**config.mk**
```make
export PLATFORM = sky130hd
export DESIGN_NAME = wb_arbiter
export DESIGN_NICKNAME = d
export VERILOG_FILES = /design/src/rtl/wb_pkg.sv /design/src/rtl/wb_fifo.sv /design/src/rtl/wb_arbiter.sv
export SDC_FILE = /design/constraint.sdc
export NUM_CORES = 1
export LEC_CHECK = 0
export CAP_MARGIN = 25
export CORE_ASPECT_RATIO = 0.9
export CORE_MARGIN = 10
export CORE_UTILIZATION = 46
export DETAILED_ROUTE_END_ITERATION = 16
export PLACE_DENSITY = 0.81
export SLEW_MARGIN = 25
export SYNTH_ARGS = -nofsm -noshare
export SYNTH_HDL_FRONTEND = slang
export SYNTH_HIERARCHICAL = 1
export SYNTH_SLANG_ARGS = --single-unit
```
**constraint.sdc**
```tcl
create_clock -name clk -period 2.8 [get_ports clk]
set_input_delay 0.42 -clock clk [delete_from_list [all_inputs] [get_ports clk]]
set_output_delay 0.42 -clock clk [all_outputs]
set_load 0.01 [all_outputs]
```
**src/rtl/wb_pkg.sv**
```systemverilog
// Shared types and sizes for the write-back arbiter slice.
package wb_pkg;

  localparam int unsigned REG_ADDR_W       = 5;
  localparam int unsigned XLEN             = 32;
  localparam int unsigned LU_DEPTH_DEFAULT = 2;

  typedef struct packed {
    logic [REG_ADDR_W-1:0] addr;
    logic [XLEN-1:0]       data;
  } wb_entry_t;

endpackage

```
**src/rtl/wb_fifo.sv**
```systemverilog
// Generic synchronous FIFO with full/empty flags and active-low synchronous reset.
module wb_fifo #(
  parameter int unsigned WIDTH = 8,
  parameter int unsigned DEPTH = 2
) (
  input  logic             clk,
  input  logic             rst,
  input  logic             push,
  input  logic [WIDTH-1:0] push_data,
  input  logic             pop,
  output logic [WIDTH-1:0] pop_data,
  output logic             full,
  output logic             empty
);

  localparam int unsigned AW = (DEPTH > 1) ? $clog2(DEPTH) : 1;
  localparam logic [AW:0] FULL_CNT = DEPTH[AW:0];

  logic [WIDTH-1:0] mem [DEPTH];
  logic [AW-1:0]    wr_ptr;
  logic [AW-1:0]    rd_ptr;
  logic [AW:0]      count;
  logic             do_push;
  logic             do_pop;

  assign full     = (count == FULL_CNT);
  assign empty    = (count == '0);
  assign do_push  = push && !full;
  assign do_pop   = pop && !empty;
  assign pop_data = mem[rd_ptr];

  always_ff @(posedge clk) begin
    if (!rst) begin
      wr_ptr <= '0;
      rd_ptr <= '0;
      count  <= '0;
    end else begin
      if (do_push) wr_ptr <= wr_ptr + 1'b1;
      if (do_pop)  rd_ptr <= rd_ptr + 1'b1;
      case ({do_push, do_pop})
        2'b10:   count <= count + 1'b1;
        2'b01:   count <= count - 1'b1;
        default: count <= count;
      endcase
    end
  end

  always_ff @(posedge clk) begin
    if (do_push) mem[wr_ptr] <= push_data;
  end

endmodule

```
**src/rtl/wb_arbiter.sv**
```systemverilog
// Write-back arbiter + long-latency scoreboard; WB_LU_BUFFER_EN adds an LU_DEPTH result FIFO.
module wb_arbiter
  import wb_pkg::*;
#(
  parameter int unsigned LU_DEPTH = LU_DEPTH_DEFAULT
) (
  input  logic                  clk,
  input  logic                  rst,
  input  logic                  ex_wen,
  input  logic [REG_ADDR_W-1:0] ex_rd_addr,
  input  logic [XLEN-1:0]       ex_rd_data,
  input  logic                  lu_issue,
  input  logic [REG_ADDR_W-1:0] lu_issue_addr,
  input  logic                  lu_valid,
  input  logic [REG_ADDR_W-1:0] lu_rd_addr,
  input  logic [XLEN-1:0]       lu_rd_data,
  output logic                  lu_ready,
  input  logic                  id_valid,
  input  logic [REG_ADDR_W-1:0] id_rs1_addr,
  input  logic [REG_ADDR_W-1:0] id_rs2_addr,
  input  logic [REG_ADDR_W-1:0] id_rd_addr,
  output logic                  hazard_stall,
  output logic                  rd_wen,
  output logic [REG_ADDR_W-1:0] rd_forward_addr,
  output logic [XLEN-1:0]       rd_forward_data
);

  if (LU_DEPTH < 2 || (LU_DEPTH & (LU_DEPTH - 1)) != 0) begin : g_bad_depth
    $error("LU_DEPTH must be a power of two >= 2");
  end

  logic        ex_sel;
  logic        lu_hs;
  logic        out_lu;
  wb_entry_t   lu_in;
  wb_entry_t   lu_out;
  logic [31:0] pending;
  logic [31:0] pending_next;

  assign ex_sel = ex_wen && (ex_rd_addr != '0);
  assign lu_hs  = lu_valid && lu_ready;
  assign lu_in  = '{addr: lu_rd_addr, data: lu_rd_data};

`ifdef WB_LU_BUFFER_EN
  logic                       fifo_push;
  logic                       fifo_pop;
  logic                       fifo_full;
  logic                       fifo_empty;
  logic                       direct;
  logic [$bits(wb_entry_t)-1:0] fifo_head;

  // An accepted result with nothing older queued and no EX winner goes straight
  // to the output register, giving the one-cycle handshake-to-write latency.
  assign direct    = lu_hs && !ex_sel && fifo_empty;
  assign fifo_push = lu_hs && !direct;
  assign fifo_pop  = !ex_sel && !fifo_empty;
  assign lu_ready  = rst && !fifo_full;
  assign out_lu    = fifo_pop || direct;
  assign lu_out    = fifo_pop ? wb_entry_t'(fifo_head) : lu_in;

  wb_fifo #(
    .WIDTH ($bits(wb_entry_t)),
    .DEPTH (LU_DEPTH)
  ) u_fifo (
    .clk       (clk),
    .rst       (rst),
    .push      (fifo_push),
    .push_data (lu_in),
    .pop       (fifo_pop),
    .pop_data  (fifo_head),
    .full      (fifo_full),
    .empty     (fifo_empty)
  );
`else
  assign lu_ready = rst && !ex_sel;
  assign out_lu   = lu_hs;
  assign lu_out   = lu_in;
`endif

  // Clear on LU write-back first so a same-cycle issue to that register wins.
  always_comb begin
    pending_next = pending;
    if (out_lu) pending_next[lu_out.addr] = 1'b0;
    if (lu_issue && (lu_issue_addr != '0)) pending_next[lu_issue_addr] = 1'b1;
  end

  assign hazard_stall = rst && id_valid &&
                        (pending[id_rs1_addr] || pending[id_rs2_addr] || pending[id_rd_addr]);

  always_ff @(posedge clk) begin
    if (!rst) begin
      rd_wen          <= 1'b0;
      rd_forward_addr <= '0;
      rd_forward_data <= '0;
      pending         <= '0;
    end else begin
      rd_wen  <= 1'b0;
      pending <= pending_next;
      if (ex_sel) begin
        rd_wen          <= 1'b1;
        rd_forward_addr <= ex_rd_addr;
        rd_forward_data <= ex_rd_data;
      end else if (out_lu && (lu_out.addr != '0)) begin
        rd_wen          <= 1'b1;
        rd_forward_addr <= lu_out.addr;
        rd_forward_data <= lu_out.data;
      end
    end
  end

endmodule

```
Word-level counts from Yosys, hierarchy flattened
Cells that the tools add are included.
{ "word_totals": {"inputBits": 100, "ramBits": 0, "mem_bits_ro": 0, "ff_bits": 70, "memories": 0, "latchBits": 0} }
{ "classes": {"reduce_logical": 16, "div_mod_pow": 0, "mul": 0, "n_bitwise": 3, "eq_ne": 0, "n_shift": 0, "muxes": 18, "n_lt_le_gt_ge": 7, "add_sub_neg": 0} }
{ "op_table": {"columns": ["cell", "count"], "rows": [
  ["32-bit two-way mux", 4],
  ["32-bit bitwise AND", 1],
  ["32-bit inverter", 1],
  ["32-bit bitwise OR", 1],
  ["5-bit by 6-bit less-than comparator with 1-bit output (second input constant)", 5],
  ["1-bit binary-select mux with 5-bit select", 3],
  ["5-bit nonzero test", 3],
  ["1-bit demux with 5-bit select", 2],
  ["5-bit by 1-bit greater-or-equal comparator with 1-bit output (second input constant)", 2],
  ["5-bit two-way mux", 2],
  ["1-bit logical AND", 9],
  ["1-bit two-way mux", 7],
  ["1-bit logical OR", 2],
  ["2-bit nonzero test", 1],
  ["1-bit logical NOT", 1]
]} }

Longest topological paths before layout
{ "logic_depth": {"word_depth": 9, "mapped_depth": 9, "ltp_nobuf": 5} }

Worst setup path before layout
Ideal clock, no wire load.
{ "synth_path": {"path_type": "input to output", "from": "input port id_rs2_addr[2]", "to": "output port hazard_stall", "cell_stages": 6, "path_slack_ps": 298, "arrival_time_ps": 2082, "n_path_buf": 1, "path_cell_list": "buf_6 > mux4_2 > mux2i_1 > nor3_1 > or4_1 > o311a_1"} }
{ "synth_between": {"elab_chain_len": 5} }
{ "synth_rtl": {"columns": ["element", "line", "rtl"], "rows": [
  ["from (decl)", "wb_arbiter.sv:20", "input logic [REG_ADDR_W-1:0] id_rs2_addr,"],
  ["1-bit binary-select mux with 5-bit select", "wb_arbiter.sv:88", "(pending[id_rs1_addr] || pending[id_rs2_addr] || pending[id_rd_addr]);"],
  ["1-bit two-way mux (implied by the code)", "wb_arbiter.sv:88", null],
  ["1-bit logical OR (2 in a row)", "wb_arbiter.sv:88", null],
  ["1-bit logical AND", "wb_arbiter.sv:87", "assign hazard_stall = rst && id_valid &&"],
  ["to (decl)", "wb_arbiter.sv:22", "output logic hazard_stall,"]
]} }
Every way passes these cells. The select of a mux whose other input is x is not followed.

Worst setup path after layout
{ "layout_path": {"from": "register pending[24]", "to": "output port hazard_stall"} }
{ "layout_between": {"elab_chain_len": 5} }
{ "layout_rtl": {"columns": ["element", "line", "rtl"], "rows": [
  ["from (decl)", "wb_arbiter.sv:37", "logic [31:0] pending;"],
  ["from (signal assigned)", "wb_arbiter.sv:98", "pending <= pending_next;"],
  ["1-bit binary-select mux with 5-bit select", "wb_arbiter.sv:88", null],
  ["1-bit two-way mux (implied by the code)", "wb_arbiter.sv:88", null],
  ["1-bit logical OR", "wb_arbiter.sv:88", null],
  ["1-bit logical OR *", "wb_arbiter.sv:88", null],
  ["1-bit logical AND *", "wb_arbiter.sv:87", null]
]} }
Mark *: on every way between the ends. The rest lies on a longest branch, timed or not. The select of a mux whose other input is x is not followed.

==> results.ini <==
[cts]
numCtsBuffers = 9
cts_root_buffer = clkbuf_8
clk_pin_slew_ns = 0.07
cts_tree = yes
cts_buffer_depth = 2
hold_buffers = 0
clock-sinks = 70
postCtsSetupBuffers = 0
htree_levels = 3
clock_latency_ns = 0.34

[logic_synthesis]
synthFlopType = dfxtp_1
synth_top_area_share_pct = 34.54
synth.largest_area_cell = dfxtp_1
yosys_register_bits = 70
ys.warnings.count = 6
ys_top_cells_by_count = nand2_1 (85), dfxtp_1 (70), mux2i_1 (58)
synthArstFlopShare_pct = 0
avgSynthCellArea_sq_um = 9.159
seq_area_frac_synth_pct = 34.54
synth_edf_count = 0
synth_cell_types = 43
synth_most_common_cell = nand2_1
synth_cells = 443
syn_area_sq_mm = 0.004058
synth_area_leaders = dfxtp_1 (35%), mux2i_1 (14%), o211a_1 (9.4%)
syn_nets = 543

[worst_setup_path]
cp-end-kind = output pin
r2r_end = pending[11]
crit_fanout = 2
r2r_start = pending[11]
critPathArrivalTime_ns = 2.34
crit_chain = mux4_2, mux2i_1, nor2_2, or4_1, o311a_1, buf_6
crit_slowest_cell = or4_1
slowest_delay_ns = 0.53
required_ns = 2.38
critical_path_class = flip-flop to output pin
rrSetupSlack_ns = 1.89
startpoint_type = flip-flop
r2r_cells = 3

[die]
core_sq_mm = 0.008568
ios = 140
num_rows = 32
die_y_microns = 109.1
start_util_pct = 47.36
die-width_microns = 119
dieArea_sq_mm = 0.01298

[power_and_ir_drop]
power_frac_seq_pct = 45.4
swShare_pct = 26.73
ir_worst_vdd_mv = 0.2357
power_frac_clock_pct = 29.7
intPower_mw = 1.746
switchingPower_mw = 0.6368
p_comb_share_pct = 24.9
p_per_area_mw_per_mm2 = 399.8
p_leak_nw = 2.643

[sta]
skew_ns = 0
slew_headroom_pct = 49.33
post-route-min-period_ns = 2.757
max_freq_mhz = 362.8
slew_viol_final = 0
tightest_slew_ns = 0.7586
setup_viol = 0
hold_violations = 0
rsz0062_at_grt = yes
fin_crit_sh_pct = 98.45
setup_ws_ns = 0.04345

[finish]
final_cells = 726
antenna_cells = 0
multiInputGateArea_sq_mm = 0.002474
drive_gt1_share_pct = 14.66
final_nets = 705
area_growth_pct = 46.87
ff_latch_area_sq_mm = 0.001416
fill_cells = 694
post-route-util_pct = 69.55

[routing]
wl_per_cell_microns = 20.02
ant_nets = 0
drc = 0
vias = 4114
dr.pass1.iters = 5
drtIter0Drc = 324
vias_per_cell = 5.667
drt-total-wl_microns = 14540

[place]
dpl.hpwl_microns = 11770
place_ws_ns = -0.7786
port_buffers = 139
place_congestion = 0.9681
dp.cells = 713

[global_route]
grt_pass1_vias = 4138
grt_start_max_net_pins = 56
grt_pass1_wl_microns = 22550
grt_overflow = 0
track_usage_pct = 21.85
antenna_found_initial = 0

[status]
status = complete, no violations

[worst_hold_path]
worstHoldStart = rd_forward_data[23]
holdPathEnd = rd_forward_data[23]
hp-class = flip-flop to flip-flop
min_path_cells = 1

[job]
maxCapViolations = 0

==> cell type report <==
cell class / instances / area share, %
multi-input combinational: 337 / 41.51
timing repair buffer: 185 / 29.37
sequential: 70 / 23.77
clock buffer: 12 / 2.603
tap: 119 / 2.498
clock inverter: 1 / 0.1260
inverter: 2 / 0.1260
==> through the flow <==
stage	area, sq um	total power [mW]	setup TNS [ns]	hold slack (ns)
finish	5959	2.382	0	0.5006
global placement	5796	1.685	-0.7332	0.4781
global route	5959	2.482	-0.04001	0.5177
floorplan	4058	1.362	0	0.4493
CTS	5956	2.395	0	0.5024
detailed placement	5796	1.697	-0.7786	0.4872
==> power by group through the flow <==
stage          clock [mW]  sequential, mW  combinational (mW)
2_1_floorplan           0            1.12               0.241
3_3_place_gp            0            1.10               0.584
3_5_place_dp            0            1.10               0.594
4_1_cts             0.719            1.08               0.594
5_1_grt             0.757            1.09               0.639
6_report            0.707            1.08               0.594
==> how the worst max path moves through the flow <==
stage,startpoint,to,slack (ns),cells past startpoint
finish,pending[24],hazard_stall,0.04,6
detailed placement,id_rs2_addr[0],hazard_stall,-0.78,7
global route,pending[2],hazard_stall,-0.04,6
floorplan,id_rs2_addr[2],hazard_stall,0.30,6
global placement,id_rs2_addr[2],hazard_stall,-0.73,7
CTS,pending[30],hazard_stall,0.02,6
==> cells in the final DEF (no fill, tap or decap), drive strengths merged, types with 12 or more instances in the layout <==
cell type and n:
o21ai 32, mux2i 58, o211a 38, clkbuf 12
mux4 12, a21boi 31, buf 50, dfxtp 70
nand2 85, clkdlybuf4s50 132
==> registers in the layout, summed over array words and instances, names as in the netlist <==
register and flops:
rd_forward_data 32, rd_forward_addr 5, rd_wen 1, pending 32
==> metal layers <==
layer | part of all wire, % | track usage [%] | up-vias | routed length, microns
li1 | - | - | 1946 | -
met1 | 39 | 23.88 | 1943 | 5685
met2 | 46 | 35.91 | 196 | 6734
met3 | 11 | 9.922 | 29 | 1666
met4 | 3.1 | 10.37 | 0 | 453
met5 | 0 | 0 | - | 0
==> worst max-delay path, delay by kind of cell, from the launching register on <==
family / cells / cell delay [ns]
buf+inv: 1 / 0.13
mux: 2 / 0.65
compound gates: 1 / 0.32
flops: 1 / 0.34
simple gates: 2 / 0.57
==> logic make-up (layout without fill, tap and decap cells) <==
kind of cell	after synthesis	in the layout	share of synthesized area, %
buffers and inverters	36	200	4.656
muxes	72	72	21.71
and+or+nand+nor	148	148	17.08
DFF	70	70	34.54
AOI/OAI and AO/OA	117	117	22.02
==> timing repair <==
item                                    CTS  global route
pin swaps                                 2             1
gates resized for setup                  25             6
endpoints found under the setup margin    1             1
Power figures use the tool's default switching activity.
